**config.mk**
```make
export PLATFORM = sky130hd
export DESIGN_NAME = clock_disp
export DESIGN_NICKNAME = d
export VERILOG_FILES = /design/src/rtl/clock_disp.sv
export SDC_FILE = /design/constraint.sdc
export NUM_CORES = 1
export LEC_CHECK = 0
export CAP_MARGIN = 20
export CORE_MARGIN = 8
export CORE_UTILIZATION = 52
export CTS_CLUSTER_DIAMETER = 50
export DETAILED_ROUTE_END_ITERATION = 10
export PLACE_DENSITY = 0.76
export SYNTH_ARGS = -nofsm -noshare
export SYNTH_HDL_FRONTEND = slang
export SYNTH_SLANG_ARGS = --single-unit
```
**constraint.sdc**
```tcl
create_clock -name clk -period 3.9 [get_ports clk]
set_input_delay 0.975 -clock clk [delete_from_list [all_inputs] [get_ports clk]]
set_output_delay 0.975 -clock clk [all_outputs]
set_load 0.01 [all_outputs]
```
**src/rtl/clock_disp.sv**
```systemverilog
// Clock display: a 24-hour time of day kept in registers, with hold/set loading,
// and a six-digit multiplexed seven-segment drive with field blinking.
module clock_disp #(
  parameter int TICK_DIV = 50_000_000,
  parameter int SCAN_DIV = 50_000
) (
  input  logic       clk,
  input  logic       rst,
  input  logic [3:0] stop_clk,
  input  logic [3:0] h,
  input  logic [3:0] m,
  input  logic [3:0] s,
  input  logic [5:0] hou,
  input  logic [5:0] min,
  input  logic [5:0] sec,
  output logic [5:0] show_hou,
  output logic [5:0] show_min,
  output logic [5:0] show_sec,
  output logic       sec_tick,
  output logic [7:0] seg_out,
  output logic [5:0] dig_sel
);

  localparam int HALF = TICK_DIV / 2;
  localparam int PW = (TICK_DIV > 1) ? $clog2(TICK_DIV) : 1;
  localparam int SW = (SCAN_DIV > 1) ? $clog2(SCAN_DIV) : 1;
  localparam int BW = (HALF > 1) ? $clog2(HALF) : 1;
  localparam logic [PW-1:0] PRESC_MAX = PW'(TICK_DIV - 1);
  localparam logic [SW-1:0] SCAN_MAX  = SW'(SCAN_DIV - 1);
  localparam logic [BW-1:0] BLINK_MAX = BW'(HALF - 1);

  logic [PW-1:0] presc;
  logic [SW-1:0] scan_cnt;
  logic [BW-1:0] blink_cnt;
  logic          blink_ph;
  logic [2:0]    dig_idx;
  logic          disp_en;

  logic       hold, tick, scan_wrap;
  logic [5:0] sec_nx, min_nx, hou_nx;
  logic [5:0] hou_ld, min_ld, sec_ld;
  logic [5:0] fld;
  logic [3:0] digit;
  logic       sel_h, sel_m, sel_s, blank;
  logic [7:0] seg_nx;
  logic [5:0] dig_nx;

  // Only bit 0 of each field-select input carries meaning.
  logic unused_sel_bits;
  assign unused_sel_bits = ^{h[3:1], m[3:1], s[3:1]};

  function automatic logic [6:0] seg7(input logic [3:0] d);
    case (d)
      4'd0: seg7 = 7'h40;
      4'd1: seg7 = 7'h79;
      4'd2: seg7 = 7'h24;
      4'd3: seg7 = 7'h30;
      4'd4: seg7 = 7'h19;
      4'd5: seg7 = 7'h12;
      4'd6: seg7 = 7'h02;
      4'd7: seg7 = 7'h78;
      4'd8: seg7 = 7'h00;
      4'd9: seg7 = 7'h10;
      default: seg7 = 7'h7F;
    endcase
  endfunction

  assign hold      = |stop_clk;
  assign tick      = !hold && (presc == PRESC_MAX);
  assign scan_wrap = (scan_cnt == SCAN_MAX);

  assign hou_ld = (hou > 6'd23) ? 6'd0 : hou;
  assign min_ld = (min > 6'd59) ? 6'd0 : min;
  assign sec_ld = (sec > 6'd59) ? 6'd0 : sec;

  always_comb begin
    sec_nx = show_sec + 6'd1;
    min_nx = show_min;
    hou_nx = show_hou;
    if (show_sec == 6'd59) begin
      sec_nx = 6'd0;
      if (show_min == 6'd59) begin
        min_nx = 6'd0;
        hou_nx = (show_hou == 6'd23) ? 6'd0 : show_hou + 6'd1;
      end else begin
        min_nx = show_min + 6'd1;
      end
    end
  end

  // Blanking needs exactly one field flag; zero or several means none blinks.
  assign sel_h = h[0] && !m[0] && !s[0];
  assign sel_m = m[0] && !h[0] && !s[0];
  assign sel_s = s[0] && !h[0] && !m[0];

  always_comb begin
    fld   = show_sec;
    blank = 1'b0;
    if (dig_idx < 3'd2)      fld = show_hou;
    else if (dig_idx < 3'd4) fld = show_min;
    digit = dig_idx[0] ? 4'(fld % 6'd10) : 4'(fld / 6'd10);
    if (hold && blink_ph) begin
      blank = (sel_h && dig_idx < 3'd2) ||
              (sel_m && (dig_idx == 3'd2 || dig_idx == 3'd3)) ||
              (sel_s && dig_idx >= 3'd4);
    end
    seg_nx = {1'b1, seg7(digit)};
    if ((dig_idx == 3'd1 || dig_idx == 3'd3) && !blink_ph) seg_nx[7] = 1'b0;
    if (blank) seg_nx = 8'hFF;
    dig_nx = ~(6'b000001 << dig_idx);
  end

  always_ff @(posedge clk) begin
    if (rst) begin
      presc    <= '0;
      sec_tick <= 1'b0;
      show_hou <= 6'd12;
      show_min <= 6'd46;
      show_sec <= 6'd57;
    end else if (hold) begin
      presc    <= '0;
      sec_tick <= 1'b0;
      show_hou <= hou_ld;
      show_min <= min_ld;
      show_sec <= sec_ld;
    end else begin
      presc    <= tick ? '0 : presc + 1'b1;
      sec_tick <= tick;
      if (tick) begin
        show_hou <= hou_nx;
        show_min <= min_nx;
        show_sec <= sec_nx;
      end
    end
  end

  always_ff @(posedge clk) begin
    if (rst) begin
      scan_cnt  <= '0;
      dig_idx   <= 3'd0;
      disp_en   <= 1'b0;
      blink_cnt <= '0;
      blink_ph  <= 1'b0;
    end else begin
      scan_cnt <= scan_wrap ? '0 : scan_cnt + 1'b1;
      if (scan_wrap) begin
        dig_idx <= (dig_idx == 3'd5) ? 3'd0 : dig_idx + 3'd1;
        disp_en <= 1'b1;
      end
      if (blink_cnt == BLINK_MAX) begin
        blink_cnt <= '0;
        blink_ph  <= !blink_ph;
      end else begin
        blink_cnt <= blink_cnt + 1'b1;
      end
    end
  end

  // The drive stays dark until the first scan wrap has moved the digit index.
  always_ff @(posedge clk) begin
    if (rst) begin
      seg_out <= 8'hFF;
      dig_sel <= 6'h3F;
    end else if (disp_en) begin
      seg_out <= seg_nx;
      dig_sel <= dig_nx;
    end
  end

endmodule

```
==> impl_metrics.yaml, run 1 <==
status:
  status: "finished clean"
routing:
  detail_route.vias_per_cell: 5.653
  ant_nets: 0
  wl_um: 12400
  route.detailed.drc: 0
  drtIter0Drc: 435
  vias: 4862
  wire_per_inst_um: 14.41
  firstDrtPassIters: 5
placed_design:
  placed_area_sq_um: 6161
  place_ws_ns: 0.1965
  dp.cells: 845
  numPortBuffers: 59
  place_congestion: 0.8905
  dpl.hpwl_um: 8978
worst_setup_path:
  cp_top_family: "compound AO/OA/AOI/OAI gates"
  worst-path-max-fanout: 9
  cp-start-kind: "flop"
  slowest_stage: "dfxtp_2"
  crit_type: "reg -> reg"
  end_kind: "flop"
  cpPeakStageDelay_ns: 0.45
  required_ns: 4.20
  cp_cell_sequence: "mux2_2 -> mux2i_2 -> nand2_1 -> o21ai_0 -> o21ai_0 -> ha_2 -> nor3b_1 -> a21oi_1 -> a211o_1 -> o32a_1 -> o31ai_1 -> nand2_1 -> o2bb2ai_2 -> o22ai_1"
  crit_buf_inv: 0
  arrival_ns: 3.74
floorplanning:
  die_h_um: 118.4
  die_area_sq_um: 14020
  initial_utilization: 0.5307
  fp.coreArea_sq_um: 10280
  die_w_um: 118.4
  num_rows: 37
  pin_count: 69
clocking:
  cts_tree: "done"
  hold_buffers: 0
  clockBufferDepth: 2
  postCtsSetupRepairBufs: 0
  cts_made_buffers: 9
  root_buffer: "clkbuf_8"
  cts.sinks: 105
  cts_max_level: 3
  path_clk_slew_ns: 0.10
  insertion_delay_ns: 0.37
global_route:
  grt_max_degree: 27
  grt_util_all_layers: 0.1774
  antenna_found_initial: 0
  met2_usage: 0.3062
  grtUsageMet1: 0.2119
  use_met3: 0.03284
  grt_pass1_vias: 4608
  grt_pass1_wl_um: 21270
  overflow: 0
  top_usage_layer: "met2"
timing:
  hold_ws_ns: 0.4627
  fin_skew_ns: 0.01233
  max_slew.worst_pin.slew_ns: 0.6328
  rsz0062_at_grt: "no"
  slew_violations: 0
  fin_crit_sh: 0.8813
  fin_crit_ns: 3.437
  finalHoldViolCount: 0
  tns_ns: 0
  setup_viol: 0
  max_slew_margin: 0.5776
  fin_ws_ns: 0.4630
  fmax_mhz: 291.0
synth:
  syn-cell-area_sq_um: 5454
  yosysWarnings: 0
  synth_edf_count: 0
  synthCells: 670
  syn_avg_cell_area_sq_um: 8.140
  synth_nets: 719
  synth_cell_types: 66
  synth.ff_latch_count: 105
  synthFlopType: "dfxtp_1"
  async_reset_ff_frac: 0
  yosysSeqAreaShare: 0.3854
cells_and_area:
  final_util: 0.6231
  final_common_cell: "nor2_1"
  antennaDiodeCount: 0
  syn_to_final_growth_pct: 17.41
  nNetsFinal: 769
  stdcell_area_sq_um: 6404
  layout.cells.most_common_list: "nor2_1 (119), dfxtp_1 (104), clkdlybuf4s50_1 (59)"
  drive_above_1_share: 0.06630
  stdcell_count: 860
power_and_ir_drop:
  p_total_mw: 2.122
  power_density_nw_per_um2: 331.4
  power.leakage_nw: 2.309
  peakVddDrop_uv: 170.4
min_path:
  worstHoldPathType: "reg -> reg"
run:
  cap_violations: 0
==> synth_stat cells, types with 4 or more instances <==
cell type / count / area, sq um
mux2i_1: 9 / 90.09
ha_1: 13 / 162.7
dfxtp_1: 105 / 2102
buf_2: 7 / 35.03
xnor2_1: 24 / 210.2
nand2_1: 58 / 217.7
nor4b_1: 5 / 43.79
a221o_1: 5 / 50.05
inv_1: 14 / 52.55
nand2b_1: 6 / 37.54
nor4_1: 4 / 25.02
and3_1: 19 / 118.9
and4_1: 7 / 61.31
clkbuf_1: 19 / 71.32
a21oi_1: 20 / 100.1
xor2_1: 42 / 367.9
a211oi_1: 6 / 45.04
or2_2: 7 / 43.79
nand3_1: 35 / 175.2
a31oi_1: 5 / 31.28
nor2_1: 119 / 446.7
o31ai_1: 6 / 45.04
nor3_1: 12 / 60.06
nor3b_1: 4 / 30.03
o21ai_0: 34 / 170.2
nand4_1: 17 / 106.4
==> repair_timing <==
action                                  in CTS  in global routing
hold endpoints to repair                     0                  0
gates resized for setup                      0                  6
endpoints found under the setup margin       0                  7
==> where the power goes <==
group | internal (mW) | switching [mW]
combinational | 0.120 | 0.127
sequential | 1.09 | 0.0308
clock | 0.394 | 0.359
total | 1.61 | 0.517
==> worst paths after layout <==
| kind | from | end | slack (ns) | depth (start not counted) |
|---|---|---|---|---|
| hold reg to reg | blink_cnt[0] | blink_cnt[0] | 0.46 | 1 |
| setup reg to reg | dig_idx[1] | seg_out[5] | 0.46 | 14 |
| hold / removal | blink_cnt[0] | blink_cnt[0] | 0.46 | 1 |
| setup / recovery | dig_idx[1] | seg_out[5] | 0.46 | 14 |
==> cells by family (layout without fill, tap and decap cells) <==
logic type / Yosys count / after routing / synth area share
adders and majority gates: 14 / 14 / 0.03166
AOI/OAI and AO/OA: 112 / 112 / 0.1347
DFF: 105 / 105 / 0.3854
muxes: 11 / 11 / 0.02111
xor gates and xnor gates: 66 / 66 / 0.1060
buffers and inverters: 47 / 101 / 0.03602
and+or+nand+nor: 315 / 315 / 0.2852
==> routing by layer <==
layer,up-vias,part of all wire
met5,-,0
met4,0,0.019
met3,21,0.042
met2,129,0.48
met1,2247,0.46
li1,2465,-
==> flip-flops by register name (all words and copies together) (netlist names) <==
| signal | flops |
|---|---|
| presc | 26 |
| disp_en | 1 |
| show_hou | 6 |
| blink_ph | 1 |
| dig_sel | 6 |
| sec_tick | 1 |
| blink_cnt | 25 |
| show_sec | 6 |
| scan_cnt | 16 |
| show_min | 6 |
| dig_idx | 3 |
| seg_out | 8 |
==> cell type report <==
cell class	count	area (sq um)
Clock buffer	11	151.4
Tap cell	136	170.2
Multi-Input combinational cell	518	3169
Timing Repair Buffer	70	673.1
Fill cell	889	3874
Sequential cell	105	2103
Clock inverter	4	76.32
Inverter	16	60.06
Power figures use the tool's default switching activity.
==> run 2: changes to the inputs <==
==> constraint.sdc (replaced) <==
create_clock -name clk -period 3.77 [get_ports clk]
set_input_delay 0.9425 -clock clk [delete_from_list [all_inputs] [get_ports clk]]
set_output_delay 0.9425 -clock clk [all_outputs]
set_load 0.01 [all_outputs]
==> run 2 against run 1 <==
Compared with the run above: global-route usage is 0.20 points lower; first-iteration DRC count is 2.3% lower; clock skew hardly changed; design area is 0.35% lower; critical path depth stayed put; count of clock-buffer cells in the layout is 1 higher.
==> impl_metrics.yaml, run 2 (synthesized netlist as in run 1, its figures left out) <==
cells_and_area:
  layout.cells.most_common_list: "nor2_1 (119), dfxtp_1 (104), clkdlybuf4s50_1 (59)"
  top_register: "presc"
  reg_top3: "presc: 26 flops, blink_cnt: 25 flops, scan_cnt: 16 flops"
  final_util: 0.6209
  antennaDiodeCount: 0
  drive_above_1_share: 0.06612
  syn_to_final_growth_pct: 17.00
  final_common_cell: "nor2_1"
  num-fill-cells: 921
  largest_reg_flops: 26
  nNetsFinal: 770
routing:
  drtIter0Drc: 425
  wl_um: 12260
  vias: 4839
  wire_per_inst_um: 14.23
  detail_route.vias_per_cell: 5.614
  firstDrtPassIters: 5
  route.detailed.drc: 0
  ant_nets: 0
worst_setup_path:
  arrival_ns: 3.72
  crit_start: "dig_idx[1]"
  r2r-start: "dig_idx[1]"
  r2r_setup_slack_ns: 0.35
  cp_num_cells: 14
  cp_cell_sequence: "mux2_2 -> mux2i_2 -> nand2_1 -> o21ai_0 -> o21ai_0 -> ha_2 -> nor3b_1 -> a21oi_1 -> a211o_1 -> o32a_1 -> o31ai_1 -> nand2_1 -> o2bb2ai_2 -> o22ai_1"
  worst-path-max-fanout: 9
  end_kind: "flop"
  cp-endpoint: "seg_out[3]"
  required_ns: 4.07
  cpPeakStageDelay_ns: 0.42
  crit_type: "reg -> reg"
  slowest_stage: "dfxtp_1"
  reg2reg_to: "seg_out[3]"
  cp-start-kind: "flop"
  crit_buf_inv: 0
  worstRegToRegCells: 14
  cp_top_family: "compound AO/OA/AOI/OAI gates"
global_route:
  met2_usage: 0.2899
  grtUsageMet1: 0.2199
  antenna_found_initial: 0
  grt_pass1_wl_um: 21070
  overflow: 0
  grt_pass1_vias: 4526
  top_usage_layer: "met2"
  use_met3: 0.04284
  grt_util_all_layers: 0.1754
  grt_max_degree: 27
timing:
  max_slew_margin: 0.5685
  finalHoldViolCount: 0
  max_slew.worst_pin.slew_ns: 0.6464
  tns_ns: 0
  hold_ws_ns: 0.4530
  setup_viol: 0
  fin_crit_sh: 0.9084
  slew_violations: 0
  fin_crit_ns: 3.425
  fin_skew_ns: 0.01186
  fmax_mhz: 292.0
  fin_ws_ns: 0.3454
  rsz0062_at_grt: "no"
floorplanning:
  num_rows: 37
  die_h_um: 118.4
  initial_utilization: 0.5307
  die_w_um: 118.4
  die_area_sq_um: 14020
  pin_count: 69
  fp.coreArea_sq_um: 10280
power_and_ir_drop:
  peakVddDrop_uv: 174.1
  switching_power_mw: 0.5390
  switching_share: 0.2545
  power_density_nw_per_um2: 331.9
  p_comb_frac: 0.121
  power.leakage_nw: 2.291
  p_int_mw: 1.579
  seq_power_share: 0.547
  clkPwrFrac: 0.332
  p_total_mw: 2.118
clocking:
  postCtsSetupRepairBufs: 0
  cts_max_level: 3
  hold_buffers: 0
  cts.sinks: 105
  path_clk_slew_ns: 0.10
  clockBufferDepth: 2
  insertion_delay_ns: 0.37
  cts_made_buffers: 9
  cts_resized: 0
  root_buffer: "clkbuf_8"
  cts_tree: "done"
placed_design:
  numPortBuffers: 59
  place_congestion: 0.8905
  dpl.hpwl_um: 9082
  place_ws_ns: 0.1197
min_path:
  worstHoldPathType: "reg -> reg"
run:
  cap_violations: 0
status:
  status: "finished clean"
==> run 2: metal layers <==
| layer | vias to the layer above | wire length (um) |
|---|---|---|
| met5 | - | 0 |
| met4 | 0 | 218 |
| met3 | 21 | 665 |
| met2 | 137 | 5717 |
| met1 | 2233 | 5663 |
| li1 | 2448 | - |
==> run 2: final cells by class <==
class,instances,area (sq um),area share
clock buffers,12,145.1,0.02275
multi-input cells,518,3169,0.4967
repair buffers,71,680.7,0.1067
flip-flops and latches,105,2103,0.3296
well taps,136,170.2,0.02667
inverters,16,60.06,0.009412
clock inverters,4,52.55,0.008235
==> run 2: how the worst min path moves through the flow <==
stage / start / to / cells after the start
after CTS: scan_cnt[0] / scan_cnt[0] / 1
final: scan_cnt[0] / scan_cnt[0] / 1
after detailed placement: scan_cnt[0] / scan_cnt[0] / 1
after floorplan: scan_cnt[0] / scan_cnt[0] / 1
after global placement: blink_cnt[0] / blink_cnt[0] / 1
after global routing: scan_cnt[0] / scan_cnt[0] / 1
==> run 2: worst register-to-register path, stage by stage, from the launching register on <==
cell and delay [ns]:
dfxtp_1 0.42, mux2_2 0.37, mux2i_2 0.27, nand2_1 0.16, o21ai_0 0.20, o21ai_0 0.11
ha_2 0.27, nor3b_1 0.19, a21oi_1 0.06, a211o_1 0.32, o32a_1 0.18, o31ai_1 0.11
nand2_1 0.24, o2bb2ai_2 0.26, o22ai_1 0.19
==> run 2: through the flow <==
step | instances | cell area (sq um)
6_report | 862 | 6381
5_1_grt | 862 | 6381
4_1_cts | 862 | 6366
3_5_place_dp | 846 | 6168
3_3_place_gp | 846 | 6168
2_1_floorplan | 670 | 5454
==> run 2: power groups by stage <==
stage	Combinational [mW]	Clock, mW	Sequential [mW]
4_1_cts	0.255	0.725	1.16
6_report	0.257	0.702	1.16
2_1_floorplan	0.148	0	1.18
5_1_grt	0.287	0.770	1.16
3_5_place_dp	0.254	0	1.18
3_3_place_gp	0.247	0	1.18
==> run 3: changes to the inputs <==
--- a/config.mk
+++ b/config.mk
@@ -10,6 +10,8 @@
 export CORE_UTILIZATION = 52
 export CTS_CLUSTER_DIAMETER = 50
 export DETAILED_ROUTE_END_ITERATION = 10
+export GPL_TIMING_DRIVEN = 0
+export HOLD_SLACK_MARGIN = 0.03
 export PLACE_DENSITY = 0.76
 export SYNTH_ARGS = -nofsm -noshare
 export SYNTH_HDL_FRONTEND = slang
==> run 3 against run 2 <==
Compared with the run above: register-to-register slack got worse by 0.15 ns; count of clock-buffer cells in the layout rose by 2; total power fell by 0.72%; worst setup slack got worse by 0.15 ns; sequential power barely moved; via count rose by 2.8%; hold slack got worse by 0.0058 ns; critical path depth rose by 3; clock skew fell by 0.00095 ns; non-clock buffer count rose by 23; sequential share of layout area fell by 0.61 points; largest power group unchanged.
==> impl_metrics.yaml, run 3 (synthesized netlist as in run 1, its figures left out) <==
status:
  status: "finished clean"
worst_setup_path:
  crit_type: "reg -> reg"
  crit_start: "dig_idx[1]"
  worst-path-max-fanout: 10
  worstRegToRegCells: 17
  end_kind: "flop"
  r2r-start: "dig_idx[1]"
  cp-start-kind: "flop"
  required_ns: 4.07
  arrival_ns: 3.87
  r2r_setup_slack_ns: 0.20
clocking:
  clockBufferDepth: 2
  cts_max_level: 3
  insertion_delay_ns: 0.37
  cts_made_buffers: 9
  cts.sinks: 105
  cts_tree: "done"
  path_clk_slew_ns: 0.09
  hold_buffers: 0
  root_buffer: "clkbuf_8"
cells_and_area:
  top_register: "presc"
  reg_top3: "presc: 26 flops, blink_cnt: 25 flops, scan_cnt: 16 flops"
  drive_above_1_share: 0.07610
  syn_to_final_growth_pct: 19.13
  stdcell_area_sq_um: 6497
  final_common_cell: "nor2_1"
  layout.cells.most_common_list: "nor2_1 (118), dfxtp_1 (105), clkdlybuf4s50_1 (58)"
  antennaDiodeCount: 0
  largest_reg_flops: 26
  nNetsFinal: 793
placed_design:
  dpl.hpwl_um: 9430
  place_congestion: 0.9108
  numPortBuffers: 58
  placed_area_sq_um: 6205
power_and_ir_drop:
  power.leakage_nw: 2.334
  power_density_nw_per_um2: 323.6
  peakVddDrop_uv: 163.5
timing:
  max_slew_margin: 0.2819
  setup_viol: 0
  finalHoldViolCount: 0
  fin_crit_sh: 0.9483
  tns_ns: 0
  max_slew.worst_pin.slew_ns: 1.068
  fmax_mhz: 279.7
  fin_crit_ns: 3.575
  fin_skew_ns: 0.01091
  slew_violations: 0
global_route:
  grt_util_all_layers: 0.1840
  grt_pass1_vias: 4925
  grt_max_degree: 16
  antenna_found_initial: 0
  overflow: 0
  grt_pass1_wl_um: 22210
routing:
  firstDrtPassIters: 6
  wl_um: 12870
  route.detailed.drc: 0
  vias: 4974
  detail_route.vias_per_cell: 5.620
  wire_per_inst_um: 14.54
  ant_nets: 0
  drtIter0Drc: 487
floorplanning:
  num_rows: 37
  pin_count: 69
  initial_utilization: 0.5307
  die_h_um: 118.4
  fp.coreArea_sq_um: 10280
  die_w_um: 118.4
  die_area_sq_um: 14020
run:
  cap_violations: 0
min_path:
  worstHoldPathType: "reg -> reg"
  hp-start: "scan_cnt[0]"
  hold-path-cell-count: 1
-- run 3: cell types whose count changed in the layout (fill, tap and decap cells not counted), sizes merged --
| cell | previous run | this run |
|---|---|---|
| bufinv | 1 | 0 |
| clkdlybuf4s50 | 59 | 58 |
| buf | 12 | 14 |
| clkbuf | 12 | 36 |
| clkinvlp | 3 | 1 |
| clkinv | 2 | 3 |
-- run 3: layout make-up --
type,instances,area (sq um)
buffer,30,141.4
clock buffer,14,182.7
tap,136,170.2
sequential,105,2102
clock inverter,2,10.01
fill,897,3780
inverter,16,63.81
multi-input combinational,518,3204
timing repair buffer,64,623.1
-- run 3: path summary, 6_finish.rpt --
| check | to |
|---|---|
| max | seg_out[4] |
| min | scan_cnt[0] |
| max reg2reg | seg_out[4] |
| min reg2reg | scan_cnt[0] |
-- run 3: repair_timing --
item / 4_1_cts / 5_1_grt
gates resized for setup: 2 / 15
pin swaps: 0 / 2
setup buffers: 0 / 6
endpoints found under the setup margin: 7 / 7
-- run 3: power breakdown --
group | total [mW] | internal (mW) | switching (mW)
Sequential | 1.16 | 1.13 | 0.0324
Combinational | 0.263 | 0.125 | 0.138
Clock | 0.679 | 0.311 | 0.367
-- run 3: stage by stage --
| stage | instances | power [mW] | util | setup WS (ns) | hold slack [ns] |
|---|---|---|---|---|---|
| floorplan | 670 | 1.330 | - | 0.3884 | 0.4175 |
| global placement | 864 | 1.430 | 0.6037 | -0.07621 | 0.4272 |
| detailed placement | 864 | 1.434 | 0.6037 | -0.2106 | 0.4348 |
| CTS | 879 | 2.104 | 0.6230 | 0.03838 | 0.4511 |
| global route | 885 | 2.199 | 0.6322 | -0.003615 | 0.4817 |
| finish | 885 | 2.102 | 0.6322 | 0.1950 | 0.4472 |
-- run 3: worst max-delay path, stage by stage (launching register included) --
cell      delay, ns
dfxtp_1        0.32
clkbuf_4       0.18
mux2_2         0.37
mux2i_4        0.23
buf_6          0.19
nand2_1        0.11
o21ai_1        0.18
o21ai_0        0.11
ha_2           0.25
clkbuf_2       0.15
nor3b_1        0.18
a21oi_1        0.06
a211o_1        0.32
o32a_1         0.19
o31ai_2        0.11
nor2_1         0.07
a311o_1        0.32
a31oi_1        0.17
-- run 3: layer usage --
layer	vias to the layer above	routed length (um)	track usage
met1	2319	5899	0.2238
met4	0	300	0.07905
met5	-	0	0
met2	137	5938	0.3087
met3	22	726	0.03950
li1	2496	-	-
